**config.mk**
```make
export PLATFORM = sky130hd
export DESIGN_NAME = z80_bus_responder
export DESIGN_NICKNAME = d
export VERILOG_FILES = /design/src/rtl/z80_bus_responder.sv
export SDC_FILE = /design/constraint.sdc
export NUM_CORES = 1
export LEC_CHECK = 0
export BUFFER_PORTS_ARGS = -buffer_cell sky130_fd_sc_hd__buf_2
export CORE_MARGIN = 4
export CORE_UTILIZATION = 45
export CTS_BUF_LIST = sky130_fd_sc_hd__clkbuf_16
export CTS_CLUSTER_SIZE = 28
export DETAILED_ROUTE_END_ITERATION = 12
export PLACE_DENSITY_LB_ADDON = 0.25
export SETUP_SLACK_MARGIN = 0.15
export SYNTH_ARGS = -nofsm -noshare
export SYNTH_HDL_FRONTEND = slang
export SYNTH_SLANG_ARGS = --single-unit
```
**constraint.sdc**
```tcl
create_clock -name CLK -period 2 [get_ports CLK]
set_input_delay 0.2 -clock CLK [delete_from_list [all_inputs] [get_ports CLK]]
set_output_delay 0.2 -clock CLK [all_outputs]
set_load 0.05 [all_outputs]
```
**src/rtl/z80_bus_responder.sv**
```systemverilog
// Z80 bus target: decodes memory, I/O and INTA cycles, stretches them with nWAIT and bridges them to a req/ack backend.
// Optional macro Z80_M1_WAIT_EN adds one extra wait cycle after opcode-fetch reads.
module z80_bus_responder #(
    parameter bit IO_EN = 1'b1
) (
    input  logic        CLK,
    input  logic        nRESET,
    input  logic [15:0] A,
    input  logic [7:0]  D_IN,
    output logic [7:0]  D_OUT,
    output logic        D_OE,
    input  logic        nM1,
    input  logic        nMREQ,
    input  logic        nIORQ,
    input  logic        nRD,
    input  logic        nWR,
    input  logic        nRFSH,
    output logic        nWAIT,
    output logic        bk_req,
    output logic        bk_we,
    output logic        bk_io,
    output logic [15:0] bk_addr,
    output logic [7:0]  bk_wdata,
    input  logic [7:0]  bk_rdata,
    input  logic        bk_ack,
    input  logic [7:0]  int_vector,
    output logic        inta
);

    localparam int unsigned AW = 16;
    localparam int unsigned DW = 8;

`ifdef Z80_M1_WAIT_EN
    typedef enum logic [1:0] {IDLE, REQ, EXTRA, DONE} state_t;
`else
    typedef enum logic [1:0] {IDLE, REQ, DONE} state_t;
`endif

    state_t          state_q, state_d;
    logic            bk_req_q, bk_req_d;
    logic            bk_we_q, bk_we_d;
    logic            bk_io_q, bk_io_d;
    logic [AW-1:0]   bk_addr_q, bk_addr_d;
    logic [DW-1:0]   bk_wdata_q, bk_wdata_d;
    logic [DW-1:0]   d_out_q, d_out_d;
    logic            d_oe_q, d_oe_d;
    logic            inta_q, inta_d;
    logic            cyc_inta_q, cyc_inta_d;
`ifdef Z80_M1_WAIT_EN
    logic            m1_q, m1_d;
`endif

    logic dec_inta, dec_mrd, dec_mwr, dec_iord, dec_iowr, dec_xfer;
    logic strobe_act, wait_c;

    // Cycle decode straight from the strobes; refresh never qualifies a memory cycle
    always_comb begin
        dec_inta = !nIORQ && !nM1;
        dec_mrd  = !nMREQ && !nRD && nRFSH;
        dec_mwr  = !nMREQ && !nWR && nRFSH;
        dec_iord = IO_EN && !nIORQ && !nRD && nM1;
        dec_iowr = IO_EN && !nIORQ && !nWR && nM1;
        dec_xfer = !dec_inta && (dec_mrd || dec_mwr || dec_iord || dec_iowr);
    end

    // Strobe pair of the cycle in flight is still held low by the CPU
    always_comb begin
        if (cyc_inta_q) begin
            strobe_act = !nIORQ;
        end else begin
            strobe_act = (bk_io_q ? !nIORQ : !nMREQ) && (bk_we_q ? !nWR : !nRD);
        end
    end

    always_comb begin
        wait_c = (state_q == IDLE && dec_xfer) || (state_q == REQ);
`ifdef Z80_M1_WAIT_EN
        wait_c = wait_c || (state_q == EXTRA);
`endif
    end

    assign nWAIT = !nRESET || !wait_c;

    always_comb begin
        state_d    = state_q;
        bk_req_d   = bk_req_q;
        bk_we_d    = bk_we_q;
        bk_io_d    = bk_io_q;
        bk_addr_d  = bk_addr_q;
        bk_wdata_d = bk_wdata_q;
        d_out_d    = d_out_q;
        d_oe_d     = d_oe_q;
        inta_d     = 1'b0;
        cyc_inta_d = cyc_inta_q;
`ifdef Z80_M1_WAIT_EN
        m1_d       = m1_q;
`endif
        case (state_q)
            IDLE: begin
                if (dec_inta) begin
                    d_out_d    = int_vector;
                    d_oe_d     = 1'b1;
                    inta_d     = 1'b1;
                    cyc_inta_d = 1'b1;
                    state_d    = DONE;
                end else if (dec_xfer) begin
                    bk_req_d   = 1'b1;
                    bk_addr_d  = A;
                    cyc_inta_d = 1'b0;
                    state_d    = REQ;
`ifdef Z80_M1_WAIT_EN
                    m1_d       = dec_mrd && !nM1;
`endif
                    if (dec_mrd) begin
                        bk_we_d = 1'b0;
                        bk_io_d = 1'b0;
                    end else if (dec_mwr) begin
                        bk_we_d    = 1'b1;
                        bk_io_d    = 1'b0;
                        bk_wdata_d = D_IN;
                    end else if (dec_iord) begin
                        bk_we_d = 1'b0;
                        bk_io_d = 1'b1;
                    end else begin
                        bk_we_d    = 1'b1;
                        bk_io_d    = 1'b1;
                        bk_wdata_d = D_IN;
                    end
                end
            end
            REQ: begin
                // The backend access always completes; an abandoned CPU cycle just drops the data
                if (bk_ack) begin
                    bk_req_d = 1'b0;
                    if (!strobe_act) begin
                        state_d = IDLE;
                    end else begin
                        if (!bk_we_q) begin
                            d_out_d = bk_rdata;
                            d_oe_d  = 1'b1;
                        end
`ifdef Z80_M1_WAIT_EN
                        state_d = m1_q ? EXTRA : DONE;
`else
                        state_d = DONE;
`endif
                    end
                end
            end
`ifdef Z80_M1_WAIT_EN
            EXTRA: begin
                state_d = DONE;
            end
`endif
            DONE: begin
                if (!strobe_act) begin
                    d_oe_d  = 1'b0;
                    state_d = IDLE;
                end
            end
            default: begin
                state_d = IDLE;
            end
        endcase
    end

    always_ff @(posedge CLK or negedge nRESET) begin
        if (!nRESET) begin
            state_q    <= IDLE;
            bk_req_q   <= 1'b0;
            bk_we_q    <= 1'b0;
            bk_io_q    <= 1'b0;
            bk_addr_q  <= '0;
            bk_wdata_q <= '0;
            d_out_q    <= '0;
            d_oe_q     <= 1'b0;
            inta_q     <= 1'b0;
            cyc_inta_q <= 1'b0;
`ifdef Z80_M1_WAIT_EN
            m1_q       <= 1'b0;
`endif
        end else begin
            state_q    <= state_d;
            bk_req_q   <= bk_req_d;
            bk_we_q    <= bk_we_d;
            bk_io_q    <= bk_io_d;
            bk_addr_q  <= bk_addr_d;
            bk_wdata_q <= bk_wdata_d;
            d_out_q    <= d_out_d;
            d_oe_q     <= d_oe_d;
            inta_q     <= inta_d;
            cyc_inta_q <= cyc_inta_d;
`ifdef Z80_M1_WAIT_EN
            m1_q       <= m1_d;
`endif
        end
    end

    assign bk_req   = bk_req_q;
    assign bk_we    = bk_we_q;
    assign bk_io    = bk_io_q;
    assign bk_addr  = bk_addr_q;
    assign bk_wdata = bk_wdata_q;
    assign D_OUT    = d_out_q;
    assign D_OE     = d_oe_q;
    assign inta     = inta_q;

endmodule

```
==> results.json, run 1 <==
{
  "reg2reg_depth": 4,
  "netlist_area_mm2": 0.00173,
  "fin_crit_ps": 1730,
  "syn_nets": 168,
  "cts_tree": "yes",
  "drc": 0,
  "numClockSinks": 40,
  "setup_tns_ps": 0,
  "dpl.hpwl_um": 2800,
  "yosysUniqueCellTypes": 25,
  "power_density_mw_per_mm2": 2020,
  "die_h_um": 70.0,
  "antenna_cells": 0,
  "areaGrowthSynthToFinish_pct": 35.4,
  "failed_checks": "hold timing",
  "finalNetCount": 260,
  "dr_total_vias": 1246,
  "layout-drive-gt1-share": 0.603,
  "track_usage": 0.159,
  "maxCapViolations": 0,
  "required_ps": 1800,
  "cp-start-kind": "flip-flop",
  "cts.htree.levels": 2,
  "drtAntennaViolNets": 0,
  "arrival_ps": 1530,
  "post-cts-setup-buffers": 0,
  "worst_slack_ps": 268,
  "wl_per_cell_um": 14.1,
  "setup_viol": 0,
  "grt_antenna_before_repair": 0,
  "ioPinCount": 87,
  "cts_buffer_depth": 2,
  "cts_inserted_buffers": 5,
  "slew_headroom": 0.672,
  "syn_avg_cell_area_um2": 14.5,
  "std_cell_rows": 22,
  "final.period_utilization": 0.866,
  "cts_hold_buf": 0,
  "gp_congestion": 0.777,
  "path_class": "reg -> out",
  "ctsRootBufferMaster": "clkbuf_16",
  "endpoint_kind": "primary output",
  "ir_drop_mv": 0.903,
  "syn_inst": 119,
  "critPathMaxFanout": 9,
  "die_x_um": 70.0,
  "leakage_uw": 0.00119,
  "hold_path_class": "in -> async",
  "holdWs_ps": -8.49,
  "clock.fmax_mhz": 577,
  "initial_utilization": 0.469,
  "dieArea_mm2": 0.00490,
  "core_area_mm2": 0.00369,
  "ys_ff_latch": 40,
  "hold_violations": 8,
  "status": "finished with violations",
  "synth_seq_area_share": 0.579,
  "drt_iter0_markers": 41,
  "fin_skew_ps": 4.56,
  "vias_per_cell": 4.85,
  "yosys_warnings": 0,
  "slew_viol_final": 0,
  "clk_latency_ps": 270,
  "firstDrtPassIters": 3,
  "gr-total-overflow": 0,
  "worst_slew_pin_slew_ps": 492,
  "grt_max_degree": 41,
  "grt_pass1_vias": 1385,
  "rsz0062_at_grt": "yes",
  "cts.clk_slew.worst_paths_ps": 50,
  "postRouteWirelength_um": 3620,
  "portBuffers": 86,
  "pre_cts_slack_ps": 233,
  "grt_pass1_wl_um": 6220
}
## what timing repair did
item	CTS	global route
hold endpoints to repair	0	0
gates resized for setup	0	2
endpoints found under the setup margin	0	7
## state kept, by name, summed over array words and instances (netlist names)
name and cells:
bk_addr 16, D_OUT 8, bk_wdata 8, state_q 2, D_OE 1, bk_io 1
bk_req 1, bk_we 1, cyc_inta_q 1, inta 1
## worst paths after layout
path	end	slack, ps	startpoint
worst max-delay path	nWAIT	270	state_q[0]
worst min-delay path	bk_addr[1]	-8	nRESET
worst max register to register	D_OUT[1]	370	state_q[0]
worst min register to register	bk_wdata[3]	480	bk_wdata[3]
max in group asynchronous	bk_addr[11]	1660	nRESET
min in group CLK	state_q[0]	140	bk_ack
## cells by family after synthesis
| group | after synthesis | synth area share |
|---|---|---|
| AO/OA/AOI/OAI | 11 | 0.0485 |
| AND/OR/NAND/NOR | 18 | 0.0586 |
| flip-flops | 40 | 0.579 |
| multiplexers | 41 | 0.284 |
| buffers and inverters | 9 | 0.0304 |
## through the flow
stage / instances / utilization / area [um^2] / power [uW]
after floorplan: 119 / - / 1730 / 3440
after global placement: 252 / 0.600 / 2210 / 3980
after detailed placement: 252 / 0.600 / 2210 / 4050
after CTS: 257 / 0.634 / 2340 / 4770
after global routing: 257 / 0.635 / 2340 / 4970
final: 257 / 0.635 / 2340 / 4720
## final cells by class
type | count | area, um^2
fillers | 306 | 1350
flip-flops and latches | 40 | 1000
multi-input cells | 70 | 679
repair buffers | 90 | 460
clock buffers | 5 | 125
well taps | 48 | 60.1
inverters | 4 | 15.0
## placed cells by master, fill, tap and decap left out, drive strengths merged
master   count
and2         1
a41oi        1
mux2        40
or2          2
o21ai        2
nor2b        5
inv          4
nor3         1
a21o         1
clkbuf       5
buf         90
o21a         1
o21bai       1
o2111ai      1
or3b         1
dfrtp       40
a41o         1
nand2        6
o211ai       1
mux2i        1
nor2         2
a21oi        2
## Yosys cell counts
master	n	area (um^2)
a21oi_1	2	10.0
nor2_1	2	7.51
buf_2	3	15.0
a41o_1	1	10.0
o21ai_0	1	5.00
a41oi_1	1	8.76
o211ai_1	1	7.51
mux2_1	14	158
or2_1	2	12.5
a21o_1	1	7.51
mux2_2	18	203
inv_1	4	15.0
and2_4	1	8.76
o2111ai_2	1	15.0
dfrtp_1	40	1000
o21ai_1	1	5.00
nor3_2	1	10.0
o21bai_1	1	7.51
nor2b_1	5	31.3
mux2_4	8	120
o21a_1	1	7.51
or3b_1	1	8.76
buf_6	2	22.5
nand2_1	6	22.5
mux2i_1	1	10.0
## report_power, final
part / switching [uW] / leakage, uW / total [uW] / internal, uW
combinational: 1820 / 0.000650 / 2570 / 758
sequential: 230 / 0.000475 / 1440 / 1210
clock: 261 / 0.0000616 / 700 / 439
total: 2310 / 0.00119 / 4720 / 2410
## worst max-delay path, stage by stage (launching register included)
cell and delay (ps):
dfrtp_1 420, nor2_2 160, o2111ai_2 160, buf_4 200, nand2_1 60, nand2_1 50
buf_2 200
## per-layer routing
metal  global-route usage  vias to the layer above  wire length [um]
met5                    0                        -                 0
met4               0.0362                        0                 8
met3               0.0576                        2               254
met2                0.276                       47              1930
met1                0.186                      606              1420
li1                     -                      591                 -
(Power assumes the default switching activity.)
==> run 2: changes to the inputs <==
Settings changed: ABC_AREA set to 1, CORE_UTILIZATION 45 to 24.
==> run 2 against run 1 <==
Effect of this change:
- the flow now finishes without violations
- register-to-register slack better by 170 ps
- sequential share of layout area is 2.1 points lower
- via count is 20% higher
- flip-flop and latch count stayed put
- cell count is 50% higher
- global-route usage is 5.5 points lower
- utilization is 30 points lower
- critical path depth is 1 lower
- largest power group unchanged
==> results.json, run 2 <==
{
  "setup_viol": 0,
  "routed-wl-met2_um": 2080,
  "arrival_ps": 1510,
  "finalNetCount": 337,
  "grt_pass1_vias": 1476,
  "firstDrtPassIters": 4,
  "cp_slowest_cell": "dfrtp_1",
  "setup_tns_ps": 0,
  "synth_ff_type": "dfrtp_1",
  "clk_latency_ps": 270,
  "slew_headroom": 0.657,
  "critPathMaxFanout": 6,
  "gp_congestion": 0.739,
  "yosysMostFrequentCell": "nand2_1",
  "rsz0062_at_grt": "no",
  "yosys_warnings": 0,
  "hold_violations": 0,
  "track_usage": 0.104,
  "post-cts-setup-buffers": 0,
  "cp-start-kind": "flip-flop",
  "fill_cells": 823,
  "syn_nets": 247,
  "yosysTopAreaCell": "dfrtp_1",
  "netlist_area_mm2": 0.00181,
  "grt_antenna_before_repair": 0,
  "synth_seq_area_share": 0.552,
  "worst_slew_pin_slew_ps": 515,
  "portBuffers": 86,
  "dpl.hpwl_um": 3350,
  "yosysUniqueCellTypes": 25,
  "cts_tree": "yes",
  "ys_top_cells_by_area": "dfrtp_1, nand2_1, mux2i_1",
  "reg2reg_to": "D_OUT[5]",
  "path_class": "reg -> out",
  "netlist.area_leader.share": 0.552,
  "largest_register_ffs": 16,
  "areaGrowthSynthToFinish_pct": 35.7,
  "async_reset_ff_frac": 1.00,
  "drtAntennaViolNets": 0,
  "ioPinCount": 87,
  "maxCapViolations": 0,
  "grt_pass1_wl_um": 7070,
  "cts_buffer_depth": 2,
  "mostFrequentLayoutCell": "buf_2",
  "syn_avg_cell_area_um2": 9.16,
  "crit_chain": "nor2_2, nand2_2, nor3_4, o21ai_1, buf_2",
  "cts_inserted_buffers": 5,
  "ctsRootBufferMaster": "clkbuf_16",
  "die_h_um": 94.9,
  "final.period_utilization": 0.856,
  "ys_ff_latch": 40,
  "holdWs_ps": 51.7,
  "cts.clk_slew.worst_paths_ps": 50,
  "reg2reg_depth": 8,
  "fin_skew_ps": 2.83,
  "final_util": 0.337,
  "wl_met3_um": 340,
  "dr_total_vias": 1500,
  "syn_inst": 198,
  "hold_path_class": "in -> async",
  "status": "finished clean",
  "vias_per_cell": 3.90,
  "synth_edf_count": 0,
  "numClockSinks": 40,
  "layout-drive-gt1-share": 0.413,
  "cts_resized": 0,
  "endpoint_kind": "primary output",
  "max_stage_delay_ps": 410,
  "gr-total-overflow": 0,
  "cts_hold_buf": 0,
  "wl_per_cell_um": 11.3,
  "dieArea_mm2": 0.00901,
  "highest_layer": "met4",
  "slew_viol_final": 0,
  "postRouteWirelength_um": 4340,
  "fin_crit_ps": 1710,
  "reg2reg_from": "state_q[1]",
  "power_density_mw_per_mm2": 1890,
  "antenna_cells": 0,
  "std_cell_rows": 31,
  "core_area_mm2": 0.00729,
  "regArea_mm2": 0.00100,
  "leakage_uw": 0.00142,
  "rrSetupSlack_ps": 540,
  "cts.htree.levels": 2,
  "required_ps": 1800,
  "die_x_um": 94.9,
  "drt_iter0_markers": 37,
  "ir_drop_mv": 0.616,
  "netlist_top_cells_count": "nand2_1, dfrtp_1, inv_1, o21ai_0",
  "clock.fmax_mhz": 584,
  "layout_common_cells": "buf_2, nand2_1, dfrtp_1",
  "drc": 0,
  "wl_met1_um": 1850,
  "grt_max_degree": 41,
  "multi_input_area_um2": 671,
  "initial_utilization": 0.249
}
==> run 2: cell count changes after synthesis, moves of 3 or more <==
cell	previous run	this run
nand2_2	0	3
mux2i_1	1	8
inv_1	4	16
inv_2	0	7
mux2_4	8	0
o21ai_2	0	8
nor2b_1	5	0
nand2_1	6	77
mux2_2	18	0
mux2_1	14	0
o21ai_0	1	13
==> run 2: critical path: cells and delay by family, from the launching register on <==
family	cells	cell delay (ps)
AND/OR/NAND/NOR	3	510
flip-flops	1	410
buffers and inverters	1	220
AO/OA/AOI/OAI	1	100
==> run 2: worst max path at each step <==
stage,endpoint,start,cells past startpoint
floorplan,nWAIT,state_q[0],5
global placement,D_OUT[2],state_q[1],8
detailed placement,nWAIT,state_q[0],5
CTS,nWAIT,state_q[0],5
global route,nWAIT,state_q[0],5
finish,nWAIT,state_q[0],5
==> run 2: stage by stage <==
stage	power, uW	area [um^2]	worst slack [ps]	cells
global route	4990	2460	174	385
detailed placement	3990	2330	502	380
global placement	3970	2330	527	380
CTS	4740	2460	196	385
floorplan	3430	1810	320	198
finish	4650	2460	289	385
==> run 2: cells by family after synthesis <==
kind of cell	count (synthesis)	synth area share
AO/OA/AOI/OAI	28	0.0994
AND/OR/NAND/NOR	93	0.226
buffers and inverters	29	0.0780
flip-flops	40	0.552
multiplexers	8	0.0442
==> run 2: layer usage <==
layer	vias to the layer above	track usage
met4	0	0.0445
met3	7	0.0303
met2	56	0.172
met1	644	0.124
li1	793	-
met5	-	0
==> run 2: layout make-up <==
| class | count | area share |
|---|---|---|
| Clock buffer | 5 | 0.0509 |
| Inverter | 23 | 0.0351 |
| Multi-Input combinational cell | 129 | 0.273 |
| Sequential cell | 40 | 0.407 |
| Tap cell | 99 | 0.0504 |
| Timing Repair Buffer | 89 | 0.184 |
==> run 2: where the power goes <==
group	internal [uW]	leakage [uW]	total (uW)	switching, uW
registers	1190	0.000494	1380	192
clock network	440	0.0000616	717	277
logic	603	0.000861	2560	1950
